`config.mk`:
```
export PLATFORM = sky130hd
export DESIGN_NAME = uart_frac_baud_gen
export DESIGN_NICKNAME = d
export VERILOG_FILES = /design/src/rtl/uart_frac_baud_gen.sv
export SDC_FILE = /design/constraint.sdc
export NUM_CORES = 1
export LEC_CHECK = 0
export CAP_MARGIN = 10
export CORE_AREA = 3 3 84 102
export DETAILED_ROUTE_END_ITERATION = 12
export DIE_AREA = 0 0 87 105
export PLACE_DENSITY = 0.69
export SYNTH_ARGS = -nofsm -noshare
export SYNTH_HDL_FRONTEND = slang
export SYNTH_SLANG_ARGS = --single-unit
```
`constraint.sdc`:
```
create_clock -name clk -period 5.6 [get_ports clk]
set_clock_uncertainty 0.15 [all_clocks]
set_input_delay 0.84 -clock clk [delete_from_list [all_inputs] [get_ports clk]]
set_output_delay 0.84 -clock clk [all_outputs]
set_load 0.1 [all_outputs]
```
`src/rtl/uart_frac_baud_gen.sv`:
```
// Fractional UART baud generator: oversample, bit and mid-bit ticks from one clock.
// Defining UART_BAUD_CLKOUT_EN adds the baud_clk debug square-wave output.
module uart_frac_baud_gen #(
  parameter int unsigned DIV_W  = 16,
  parameter int unsigned FRAC_W = 4,
  parameter int unsigned OVS_W  = 5
) (
  input  logic              clk,
  input  logic              rst,
  input  logic              en,
  input  logic              restart,
  input  logic [DIV_W-1:0]  div_int,
  input  logic [FRAC_W-1:0] div_frac,
  input  logic [OVS_W-1:0]  ovs_ratio,
  output logic              os_tick,
  output logic              bit_tick,
  output logic              mid_tick,
  output logic              cfg_err
`ifdef UART_BAUD_CLKOUT_EN
  ,
  output logic              baud_clk
`endif
);

  localparam int unsigned CNT_W = DIV_W + 1;
  localparam int unsigned ACC_W = FRAC_W + 1;

  localparam logic [1:0] ST_IDLE = 2'd0;
  localparam logic [1:0] ST_RUN  = 2'd1;
  localparam logic [1:0] ST_HALT = 2'd2;

  logic [1:0]        state, state_nxt;
  logic              en_d;
  logic              armed;
  logic [CNT_W-1:0]  cnt, cnt_nxt;
  logic [FRAC_W-1:0] acc, acc_nxt;
  logic [OVS_W-1:0]  os_idx, os_idx_nxt;
  logic [DIV_W-1:0]  sh_div, sh_div_nxt;
  logic [FRAC_W-1:0] sh_frac, sh_frac_nxt;
  logic [OVS_W-1:0]  sh_ovs, sh_ovs_nxt;
  logic              os_tick_nxt, bit_tick_nxt, mid_tick_nxt, cfg_err_nxt;

  logic              start_c;
  logic              in_err_c;
  logic [ACC_W-1:0]  acc_sum_c;
  logic [CNT_W-1:0]  period_c;
  logic              period_end_c;
  logic [OVS_W-1:0]  ovs_last_c;
  logic [OVS_W-1:0]  ovs_mid_c;

  // Reset disarms edge detection until en has been seen low.
  assign start_c      = armed & en & (~en_d | restart);
  assign in_err_c     = (div_int < DIV_W'(2)) | (ovs_ratio < OVS_W'(4));
  assign acc_sum_c    = {1'b0, acc} + {1'b0, sh_frac};
  assign period_c     = {1'b0, sh_div} + CNT_W'(acc_sum_c[FRAC_W]);
  assign period_end_c = (state == ST_RUN) && (cnt == period_c);
  assign ovs_last_c   = sh_ovs - OVS_W'(1);
  assign ovs_mid_c    = (sh_ovs >> 1) - OVS_W'(1);

  // Next-state and tick decode.
  always_comb begin
    state_nxt    = state;
    cnt_nxt      = cnt;
    acc_nxt      = acc;
    os_idx_nxt   = os_idx;
    sh_div_nxt   = sh_div;
    sh_frac_nxt  = sh_frac;
    sh_ovs_nxt   = sh_ovs;
    os_tick_nxt  = 1'b0;
    bit_tick_nxt = 1'b0;
    mid_tick_nxt = 1'b0;

    if (!en) begin
      state_nxt  = ST_IDLE;
      cnt_nxt    = '0;
      acc_nxt    = '0;
      os_idx_nxt = '0;
    end else if (start_c) begin
      sh_div_nxt  = div_int;
      sh_frac_nxt = div_frac;
      sh_ovs_nxt  = ovs_ratio;
      os_idx_nxt  = '0;
      if (in_err_c) begin
        state_nxt = ST_HALT;
        cnt_nxt   = '0;
        acc_nxt   = '0;
      end else begin
        state_nxt = ST_RUN;
        cnt_nxt   = CNT_W'(1);
        acc_nxt   = div_frac;
      end
    end else begin
      case (state)
        ST_RUN: begin
          if (period_end_c) begin
            os_tick_nxt  = 1'b1;
            bit_tick_nxt = (os_idx == ovs_last_c);
            mid_tick_nxt = (os_idx == ovs_mid_c);
            cnt_nxt      = CNT_W'(1);
            acc_nxt      = acc_sum_c[FRAC_W-1:0];
            os_idx_nxt   = (os_idx >= ovs_last_c) ? OVS_W'(0) : os_idx + OVS_W'(1);
            sh_div_nxt   = div_int;
            sh_frac_nxt  = div_frac;
            sh_ovs_nxt   = ovs_ratio;
            // New config lands here; an invalid one halts after this last tick.
            if (in_err_c) begin
              state_nxt  = ST_HALT;
              cnt_nxt    = '0;
              acc_nxt    = '0;
              os_idx_nxt = '0;
            end
          end else begin
            cnt_nxt = cnt + CNT_W'(1);
          end
        end
        default: begin
          cnt_nxt    = '0;
          acc_nxt    = '0;
          os_idx_nxt = '0;
        end
      endcase
    end

    cfg_err_nxt = (state_nxt == ST_HALT) | ((state_nxt == ST_IDLE) & in_err_c);
  end

  always_ff @(posedge clk) begin
    if (rst) begin
      state    <= ST_IDLE;
      en_d     <= 1'b0;
      armed    <= 1'b0;
      cnt      <= '0;
      acc      <= '0;
      os_idx   <= '0;
      sh_div   <= '0;
      sh_frac  <= '0;
      sh_ovs   <= '0;
      os_tick  <= 1'b0;
      bit_tick <= 1'b0;
      mid_tick <= 1'b0;
      cfg_err  <= 1'b0;
    end else begin
      state    <= state_nxt;
      en_d     <= en;
      armed    <= armed | ~en;
      cnt      <= cnt_nxt;
      acc      <= acc_nxt;
      os_idx   <= os_idx_nxt;
      sh_div   <= sh_div_nxt;
      sh_frac  <= sh_frac_nxt;
      sh_ovs   <= sh_ovs_nxt;
      os_tick  <= os_tick_nxt;
      bit_tick <= bit_tick_nxt;
      mid_tick <= mid_tick_nxt;
      cfg_err  <= cfg_err_nxt;
    end
  end

`ifdef UART_BAUD_CLKOUT_EN
  logic baud_clk_nxt;

  // High from bit end to mid-bit, low for the second half.
  always_comb begin
    baud_clk_nxt = baud_clk;
    if (state_nxt != ST_RUN) begin
      baud_clk_nxt = 1'b0;
    end else if (bit_tick_nxt) begin
      baud_clk_nxt = 1'b1;
    end else if (mid_tick_nxt) begin
      baud_clk_nxt = 1'b0;
    end
  end

  always_ff @(posedge clk) begin
    if (rst) begin
      baud_clk <= 1'b0;
    end else begin
      baud_clk <= baud_clk_nxt;
    end
  end
`endif

endmodule

```
# After elaboration in Yosys (flattened, before gate mapping)
# Index checks and enable logic that the tools add are counted.
# Widths: inputs -> output; s select.
classes:
  n_lt_le_gt_ge: 3
  n_bitwise: 11
  eq_ne: 6
  reduce_logical: 8
  addsub: 6
  n_mux: 27
ops:
  columns: ["operator", "count"]
  rows:
  - ["$mux 17", 3]
  - ["$mux 16", 3]
  - ["$mux 4", 8]
  - ["$mux 5", 5]
  - ["$add 16x1->17", 1]
  - ["$add 17x1->17 const B", 1]
  - ["$eq 17x17->1", 1]
  - ["$lt 16x2->1 const B", 1]
  - ["$mux 2", 6]
  - ["$eq 5x5->1", 2]
  - ["$add 4x4->5", 1]
  - ["$add 5x1->5 const B", 1]
  - ["$ge 5x5->1", 1]
  - ["$lt 5x3->1 const B", 1]
  - ["$reduce_or 5->1", 1]
  - ["$sub 4x1->5 const B", 1]
  - ["$sub 5x1->5 const B", 1]
  - ["$not 1->1", 4]
  - ["$or 1x1->1", 4]
  - ["$reduce_bool 2->1", 2]
  - ["$reduce_or 4->1", 1]
  - ["$and 1x1->1", 3]
  - ["$ne 3x3->1 const B", 1]
  - ["$reduce_and 3->1", 1]
  - ["other kinds (6)", 7]
totals:
  in_bits: 29
  output_inout_bits: 4
  reg_bits: 59

# Depth between registers and ports, before layout
# Gate-level depths: netlist (run 1).
logic_depth:
  ltp_word: 11
  mapped_depth: 16
  ltp_nobuf: 13

# Worst setup path before layout (run 1)
# Ideal clock, no wire load.
synth_path:
  path_type: "reg-to-reg"
  from: "register acc[0]"
  to: "register sh_div[0]"
  setup_time_ns: 0.072
  arrival_time_ns: 3.656
  setup_slack_ns: 1.722
  period_less_slack_ns: 3.878
  path_buffers: 2
  path_stages_with_launch: 16
  path_cell_list: "dfxtp_1 > ha_1 > fa_1 > a21o_1 > a21o_1 > ha_1 > ha_1 > nand3_1 > clkbuf_1 > o311ai_0 > o32a_1 > a211oi_2 > nand4_4 > o31ai_4 > buf_8 > mux2i_1"
synth_via:
  elab_chain_cells: 6
synth_rtl:
  columns: ["element", "line", "source"]
  rows:
  - ["start: declaration", "36", "logic [FRAC_W-1:0] acc, acc_nxt;"]
  - ["start signal: assignment", "147", "acc <= acc_nxt;"]
  - ["$add 4x4->5", "54", "assign acc_sum_c = {1'b0, acc} + {1'b0, sh_frac};"]
  - ["$add 16x1->17", "55", "assign period_c = {1'b0, sh_div} + CNT_W'(acc_sum_c[FRAC_W]);"]
  - ["$eq 17x17->1", "56", "assign period_end_c = (state == ST_RUN) && (cnt == period_c);"]
  - ["$logic_and 1x1->1", "56", null]
  - ["$reduce_bool 2->1 (no source line)", null, null]
  - ["$reduce_and 3->1 (no source line)", null, null]
  - ["end signal: assignment", "149", "sh_div <= sh_div_nxt;"]
  - ["end: declaration", "38", "logic [DIV_W-1:0] sh_div, sh_div_nxt;"]
# Every way passes these cells.
# A chain may end at the register's enable or synchronous reset.

# Final worst setup path (run 1)
layout_path:
  from: "register sh_frac[0]"
  to: "register sh_ovs[0]"
layout_via:
  elab_chain_cells: 6
layout_rtl:
  columns: ["element", "line", "source"]
  rows:
  - ["start: declaration", "39", "logic [FRAC_W-1:0] sh_frac, sh_frac_nxt;"]
  - ["start signal: assignment", "150", "sh_frac <= sh_frac_nxt;"]
  - ["$add 4x4->5", "54", null]
  - ["$add 16x1->17", "55", null]
  - ["$eq 17x17->1", "56", null]
  - ["$logic_and 1x1->1", "56", null]
  - ["$reduce_bool 2->1 (no source line)", null, null]
  - ["$reduce_and 3->1 (no source line)", null, null]
  - ["end signal: assignment", "151", "sh_ovs <= sh_ovs_nxt;"]
  - ["end: declaration", "40", "logic [OVS_W-1:0] sh_ovs, sh_ovs_nxt;"]
# Every way passes these cells.

==> results of run 1 <==
path summary, 6_finish.rpt:
path              slack, ps                     from                endpoint
hold reg to reg         300         armed$_SDFF_PP0_        armed$_SDFF_PP0_
setup reg to reg       1100  sh_frac[0]$_SDFFE_PP0P_  sh_ovs[0]$_SDFFE_PP0P_
setup / recovery       1100  sh_frac[0]$_SDFFE_PP0P_  sh_ovs[0]$_SDFFE_PP0P_
hold / removal          300         armed$_SDFF_PP0_        armed$_SDFF_PP0_
sequential cells by signal, indices dropped and copies added, names as in the netlist:
signal    cells
cnt          17
sh_div       16
os_idx        5
sh_ovs        5
acc           4
sh_frac       4
state         2
armed         1
bit_tick      1
cfg_err       1
en_d          1
mid_tick      1
os_tick       1
logic make-up after synthesis:
logic type,Yosys count
buffers and inverters,35
XOR/XNOR,45
multiplexers,31
adder cells (fa/ha/maj),17
AND/OR/NAND/NOR,196
flip-flops,59
AO/OA/AOI/OAI,49
routing by layer:
| layer | GRT usage | vias to the layer above |
|---|---|---|
| li1 | - | 1573 |
| met1 | 0.262 | 1459 |
| met2 | 0.310 | 77 |
| met3 | 0.0355 | 17 |
| met4 | 0.0780 | 0 |
| met5 | 0 | - |
power by group through the flow:
stage / registers (mW) / clock network, mW / logic (mW)
after floorplan: 0.453 / 0 / 0.0923
after global placement: 0.457 / 0 / 0.129
after detailed placement: 0.457 / 0 / 0.132
after CTS: 0.447 / 0.452 / 0.134
after global routing: 0.449 / 0.465 / 0.148
final: 0.448 / 0.441 / 0.133
cell usage in the layout, fill, tap and decap left out, types with 9 or more instances in the layout:
cell type | netlist | final
dfxtp_1 | 59 | 59
nand2b_1 | 54 | 54
nand2_1 | 34 | 34
nor2_1 | 32 | 32
clkdlybuf4s50_1 | 0 | 32
xor2_1 | 31 | 31
mux2i_1 | 31 | 31
nand3_1 | 18 | 18
inv_1 | 16 | 16
ha_1 | 16 | 16
xnor2_1 | 14 | 14
clkbuf_8 | 0 | 11
nor4_1 | 10 | 10
nand4_1 | 9 | 9
nor3_1 | 9 | 9
per-stage QoR:
stage                      util  std cells  instance area, um2  setup slack [ps]
after global placement    0.538        542                4120              1260
after CTS                 0.567        557                4350              1110
after global routing      0.567        557                4350               681
final                     0.567        557                4350              1100
after detailed placement  0.538        542                4120              1120
after floorplan               -        432                3760              1720
worst reg2reg max path, stage by stage (launching register included):
cell and delay (ps):
dfxtp_1 340, ha_1 190, fa_1 230, a21o_1 140
a21o_1 120, ha_1 190, ha_1 210, nand3_1 340
or3_1 430, o32a_1 360, a211oi_2 330, nand4_4 190
o31ai_4 580, buf_4 400, mux2i_1 230
final cells by class:
class,instances,area [um2]
clock buffer,11,151
fill,691,3320
clock inverter,4,73.8
sequential,59,1180
tap,92,115
multi-input combinational,338,2410
timing repair buffer,36,350
inverter,17,63.8
==> impl_results.md, run 1 <==
* Status: finished, final reports clean
* Core box area at 0.00766 mm2
* Gate power share at 0.130
* Gr ovfl total at 0
* Top Metal Used: met4
* Max Root-Sink Buffers at 2
* Most numerous cell in the Yosys netlist: dfxtp_1
* Synth warn at 0
* Fmax at 0.222 GHz
* Hold WS at 296 ps
* CTS tree: built
* Routability Congestion at 0.856
* Final Cycle Share at 0.803
* Mux share of post-synthesis cell area at 0.0825
* Critical path class: reg2reg
* Ant diodes at 0
* IO Pins at 33
* Share of cells above drive strength 1 at 0.0645
* Number of unique standard cell types used by synthesis at 64
* Endpoints failing setup at 0
* Vias/cell at 5.61
* Die area at 0.00914 mm2
* CP cell instances: ha_1 > fa_1 > a21o_1 > a21o_1 > ha_1 > ha_1 > nand3_1 > or3_1 > o32a_1 > a211oi_2 > nand4_4 > o31ai_4 > buf_4 > mux2i_1
* Antenna viol nets, final at 0
* First-pass GRT wire length at 14300 um
* FFs w/ async S/R, synth at 0
* Clock sink total at 59
* Post-synthesis adder-cell area fraction at 0.0585
* Setup TNS Final at 0 ps
* Yosys top cell area share at 0.314
* Final Hold Viols at 0
* Post-CTS setup repair buffer count at 0
* Final Net Count at 507
* Reg clk slew, reported paths at 70 ps
* Met3 WL post-DR at 426 um
* WL met2 at 4000 um
* Critical Path Sink Type: flip-flop
* Synthesized area at 0.00376 mm2
* Metal-1 WL at 3870 um
* CP max stage cell: o31ai_4
* Final wirelength at 8470 um
* Buf+Inv Stages, Crit Path at 1
* CTS Buf Count at 9
* Worst Hold Path Cells at 2
* Cells after Synth at 432
* #FFs+latches synth at 59
* Tightest Hold Check Type: reg2reg
* Buffers on Ports at 32
* Post-DP HPWL at 6370 um
* Sequential share of power at 0.438
* Synth Area in Compound Gates at 0.101
* Post-synthesis xor/xnor area fraction at 0.105
* Detailed Route Iter0 Violations at 142
* Slew margin rel. at 0.190
* Synth Area in Simple Gates at 0.294
* Tot Pwr at 1.02 mW
* Worst setup SP type: flip-flop
* Max-slew violation count at 0
* LEAKAGE at 1.71 nW
* Post-synth top flop: dfxtp_1
* Worst Path Arrival at 4620 ps
* Net Sw Frac at 0.247
* R2R depth at 14
* Die width at 87 um
* Vias at 3126
* Critical Path RT at 5720 ps
* Initial antenna violation count at 0
* PD cells at 235 mW/mm2
* Drt wl/cell at 15.2 um
* EDFF count, synth at 0
* Syn_area_per_cell at 8.71 um2
* Sw Pwr at 0.252 mW
* Htree depth at 3
* Post-CTS sizing at 0
* Pre-antenna DRT Iters at 4
* Crit-path max FO at 16
* Starting Density at 0.491
* Largest net degree at the start of global routing at 54
* # hold bufs at CTS at 0
* Synth area leader: dfxtp_1
* Crit path depth at 14
* Max cap viols at 0
* CTS root buf: clkbuf_8
* CP delay by family, top: compound AO/OA/AOI/OAI gates
* Max incr delay on CP at 580 ps
* Cell Rows at 35
* Vias in the first global route at 2954
* Register area share after synthesis at 0.314
* Cell internal pwr at 0.769 mW
* P&R area growth vs syn at 15.5%
* DRC at 0
* Worst Max-Slew Pin Slew at 1210 ps
* Most used cell, CP: ha_1
* Syn Nets at 478
* Overall global routing resource usage at 0.197
* Minimum clock period at 4500 ps
* Synth cell count leaders: dfxtp_1 (59), nand2b_1 (54), nand2_1 (34)
* RSZ-0062 raised after global routing: false
* Clk_lat worst skew at 340 ps
* Clock group share of total power at 0.432
* Synth area leaders: dfxtp_1 (31%), nand2b_1 (9.0%), mux2i_1 (8.2%), xor2_1 (7.2%), ha_1 (5.3%)
* IR drop worst, VDD at 0.190 mV
* Die Y at 105 um
* Largest family of logic cells by synthesized area: simple AND/OR/NAND/NOR gates
Power figures use the tool's default switching activity.
==> inputs of run 2 (changes only) <==
==> constraint.sdc (replaced) <==
create_clock -name clk -period 4.71 [get_ports clk]
set_clock_uncertainty 0.15 [all_clocks]
set_input_delay 0.7065 -clock clk [delete_from_list [all_inputs] [get_ports clk]]
set_output_delay 0.7065 -clock clk [all_outputs]
set_load 0.1 [all_outputs]
==> run 2 against run 1 <==
Effect of this change: first-iteration DRC count increased by 14%; die area is the same; combinational power is 19% higher; utilization down 0.21 points; non-clock buffer count up 1; global-route usage rose by 0.43 points; largest power group unchanged.
==> impl_results.md, run 2 (same netlist as run 1, synthesis figures left out) <==
* Post-route cell area at 0.00433 mm2
* Vias at 3142
* Final Net Count at 508
* Critical Path Sink Type: flip-flop
* Worst Path Arrival at 4190 ps
* Met3 WL post-DR at 378 um
* Fmax at 0.245 GHz
* Commonest non-fill, non-tap cell in the layout: dfxtp_1
* CP max stage cell: or3_1
* Final Cycle Share at 0.865
* Setup TNS Final at 0 ps
* P&R area growth vs syn at 15.1%
* Endpoints failing setup at 0
* Gr ovfl total at 0
* Pre-antenna DRT Iters at 4
* PD cells at 271 mW/mm2
* Buffers on Ports at 32
* RSZ-0062 raised after global routing: false
* CP cell instances: ha_1 > fa_1 > a21o_1 > a21o_1 > ha_1 > ha_1 > nand3_1 > or3_1 > o32a_1 > a211oi_2 > nand4_4 > o31ai_4 > buf_4 > mux2i_1
* Clock sink total at 59
* Htree depth at 3
* Vias/cell at 5.63
* Critical path class: reg2reg
* Commonest non-fill, non-tap cells in the layout: dfxtp_1 (59), nand2b_1 (54), nand2_1 (34), nor2_1 (32), clkdlybuf4s50_1 (32)
* Hold WS at 294 ps
* CTS tree: built
* Metal-1 WL at 3970 um
* Die width at 87 um
* Routability Congestion at 0.819
* Cell Rows at 35
* Max incr delay on CP at 430 ps
* Overall global routing resource usage at 0.201
* IR drop worst, VDD at 0.184 mV
* Top Metal Used: met4
* Die Y at 105 um
* Clk_lat worst skew at 350 ps
* Post-CTS sizing at 0
* Reg clk slew, reported paths at 70 ps
* Critical Path RT at 4820 ps
* Crit-path max FO at 18
* CTS root buf: clkbuf_8
* Max Root-Sink Buffers at 2
* Slew margin rel. at 0.192
* Vias in the first global route at 3107
* Largest registers: cnt: 17 flops, sh_div: 16 flops
* Initial antenna violation count at 0
* DRC at 0
* Placed Area at 0.00413 mm2
* Ant diodes at 0
* Core box area at 0.00766 mm2
* Final Hold Viols at 0
* R2R depth at 14
* First-pass GRT wire length at 14700 um
* Max cap viols at 0
* Detailed Route Iter0 Violations at 162
* Antenna viol nets, final at 0
* Final wirelength at 8640 um
* Core Util, Final at 0.565
* Most used cell, CP: ha_1
* LEAKAGE at 1.70 nW
* Die area at 0.00914 mm2
* # hold bufs at CTS at 0
* Placed cell count at 543
* Top reg by flops: cnt
* Worst setup SP type: flip-flop
* Share of cells above drive strength 1 at 0.0665
* Final Non-Filler Cells at 558
* Post-CTS setup repair buffer count at 0
* Status: finished, final reports clean
* Max-slew violation count at 0
* Minimum clock period at 4070 ps
* Drt wl/cell at 15.5 um
* Worst Hold Path Cells at 2
* Largest net degree at the start of global routing at 53
* Starting Density at 0.491
* CTS Buf Count at 9
* Largest register FFs at 17
* WL met2 at 4080 um
* Post-DP HPWL at 6420 um
* IO Pins at 33
* Worst Max-Slew Pin Slew at 1200 ps
* Tightest Hold Check Type: reg2reg
-- run 2: stage by stage --
step	total power, mW	setup WS, ps
finish	1.17	635
global route	1.22	282
CTS	1.18	646
detailed placement	0.701	675
global placement	0.697	828
floorplan	0.648	832
-- run 2: layout make-up --
type                    count  area, um2
clock inverters             4       50.0
inverters                  17       63.8
clock buffers              11        151
fillers                   698       3330
well taps                  92        115
flip-flops and latches     59       1180
repair buffers             37        358
multi-input cells         338       2410
-- run 2: where the power goes --
group	switching [mW]	leakage [nW]	internal [mW]	total [mW]
logic	0.0803	1.12	0.0782	0.158
clock network	0.212	0.0974	0.269	0.481
registers	0.0194	0.479	0.513	0.532
-- run 2: critical path, delay by kind of cell, from the launching register on --
| family | cells | cell delay, ps |
|---|---|---|
| compound gates | 5 | 1140 |
| fa+ha+maj | 4 | 800 |
| buf+inv | 1 | 350 |
| flops | 1 | 330 |
| mux | 1 | 240 |
| simple gates | 3 | 950 |
-- run 2: routing by layer --
metal / track usage / vias to the layer above
li1: - / 1579
met2: 0.324 / 78
met5: 0 / -
met3: 0.0434 / 14
met1: 0.252 / 1471
met4: 0.0902 / 0
-- run 2: final timing paths --
kind / start / to / slack (ps)
setup reg to reg: acc[0]$_SDFFE_PP0P_ / sh_div[11]$_SDFFE_PP0P_ / 640
hold / removal: armed$_SDFF_PP0_ / armed$_SDFF_PP0_ / 290
hold reg to reg: armed$_SDFF_PP0_ / armed$_SDFF_PP0_ / 290
setup / recovery: acc[0]$_SDFFE_PP0P_ / sh_div[11]$_SDFFE_PP0P_ / 640
==> inputs of run 3 (changes only) <==
==> constraint.sdc (replaced) <==
create_clock -name clk -period 5.1 [get_ports clk]
set_clock_uncertainty 0.15 [all_clocks]
set_input_delay 0.765 -clock clk [delete_from_list [all_inputs] [get_ports clk]]
set_output_delay 0.765 -clock clk [all_outputs]
set_load 0.1 [all_outputs]
==> run 3 against run 2 <==
Effect of this change: sequential cell count is the same; critical endpoint is now sh_ovs[3]$_SDFFE_PP0P_; first-iteration DRC count shrank 34%; largest power group unchanged; total power shrank 10%; critical path depth is the same; worst setup slack gained 110 ps; worst hold slack gained 5.4 ps; critical path type unchanged; global-route usage shrank 0.33 points.
==> impl_results.md, run 3 (same netlist as run 1, synthesis figures left out) <==
* Worst setup SP type: flip-flop
* Largest register FFs at 17
* Antenna viol nets, final at 0
* First-pass GRT wire length at 14200 um
* CTS Buf Count at 9
* Placed cell count at 542
* Max Root-Sink Buffers at 2
* Vias/cell at 5.60
* Final wirelength at 8560 um
* Critical Path RT at 5220 ps
* Ant diodes at 0
* Final Hold Viols at 0
* Vias in the first global route at 2984
* Fmax at 0.230 GHz
* Fill cell count at 689
* Post-DP HPWL at 6390 um
* R2R depth at 14
* Max cap viols at 0
* Worst Hold Path Cells at 2
* Tot Pwr at 1.05 mW
* Multi-input gate area at 0.00241 mm2
* FF/Latch Area at 0.00118 mm2
* Status: finished, final reports clean
* Largest registers: cnt: 17 flops, sh_div: 16 flops
* Htree depth at 3
* Worst Path Arrival at 4470 ps
* DRC at 0
* Initial antenna violation count at 0
* Minimum clock period at 4360 ps
* Cell Rows at 35
* Top reg by flops: cnt
* Detailed Route Iter0 Violations at 107
* Drt wl/cell at 15.4 um
* CTS tree: built
* Final Cycle Share at 0.854
* Tightest Hold Check Type: reg2reg
* LEAKAGE at 1.69 nW
* IR drop worst, VDD at 0.143 mV
* Pre-antenna DRT Iters at 5
* Core Util, Final at 0.563
* # hold bufs at CTS at 0
* Commonest non-fill, non-tap cell in the layout: dfxtp_1
* Post-CTS sizing at 0
* Overall global routing resource usage at 0.198
* Setup TNS Final at 0 ps
* Endpoints failing setup at 0
* Final Net Count at 507
* Routability Congestion at 0.811
* Slew margin rel. at 0.242
* Starting Density at 0.491
* Core box area at 0.00766 mm2
* Max-slew violation count at 0
* Share of cells above drive strength 1 at 0.0603
* Die Y at 105 um
* Critical Path Sink Type: flip-flop
* Crit-path max FO at 18
* PD cells at 244 mW/mm2
* Post-CTS setup repair buffer count at 0
* IO Pins at 33
* Die area at 0.00914 mm2
* Largest net degree at the start of global routing at 54
* Critical path class: reg2reg
* Clock sink total at 59
* RSZ-0062 raised after global routing: false
* Reg clk slew, reported paths at 70 ps
* Gr ovfl total at 0
* P&R area growth vs syn at 14.7%
* Clk_lat worst skew at 350 ps
* Vias at 3115
* Commonest non-fill, non-tap cells in the layout: dfxtp_1 (59), nand2b_1 (54), nand2_1 (34), nor2_1 (32), clkdlybuf4s50_1 (32)
* Buffers on Ports at 32
* Final Non-Filler Cells at 556
* CTS root buf: clkbuf_8
* Worst Max-Slew Pin Slew at 1130 ps
* Die width at 87 um
## run 3: cell count changes in the layout (fill, tap and decap cells not counted), sizes merged
cell,change
buf,-1
clkinv,+1
clkinvlp,-2
## run 3: where the power goes
group          switching (mW)  internal, mW
logic                  0.0736        0.0729
clock network           0.181         0.232
registers              0.0176         0.474
## run 3: cell type report
cell class	instances	share of cell area
clock inverter	3	0.00928
inverter	17	0.0148
sequential	59	0.274
timing repair buffer	36	0.0841
tap	92	0.0267
multi-input combinational	338	0.559
clock buffer	11	0.0328
## run 3: metrics by stage
| step | cell area (um2) | worst slack (ps) | hold WS, ps |
|---|---|---|---|
| 2_1_floorplan | 3760 | 1220 | 272 |
| 3_3_place_gp | 4130 | 973 | 279 |
| 3_5_place_dp | 4130 | 822 | 293 |
| 4_1_cts | 4320 | 731 | 302 |
| 5_1_grt | 4320 | 440 | 353 |
| 6_report | 4320 | 744 | 299 |
## run 3: worst paths after layout
path,start,end,slack [ps]
setup / recovery,acc[0]$_SDFFE_PP0P_,sh_ovs[3]$_SDFFE_PP0P_,740
hold reg to reg,armed$_SDFF_PP0_,armed$_SDFF_PP0_,300
setup reg to reg,acc[0]$_SDFFE_PP0P_,sh_ovs[3]$_SDFFE_PP0P_,740
hold / removal,armed$_SDFF_PP0_,armed$_SDFF_PP0_,300
## run 3: layer usage
metal	global-route usage	wire [um]	part of all wire	vias up
li1	-	-	-	1577
met1	0.254	3850	0.45	1452
met2	0.319	4210	0.49	73
met3	0.0418	353	0.041	13
met4	0.0791	150	0.018	0
met5	0	0	0	-
## run 3: worst max-delay path, stage by stage, from the launching register on
cell and delay, ps:
dfxtp_1 330, ha_1 180, fa_1 240, a21o_1 140, a21o_1 120, ha_1 200
ha_1 200, nand3_1 350, or3_1 430, o32a_1 360, a211oi_2 340, nand4_4 200
o31ai_4 560, buf_12 260, mux2i_1 200
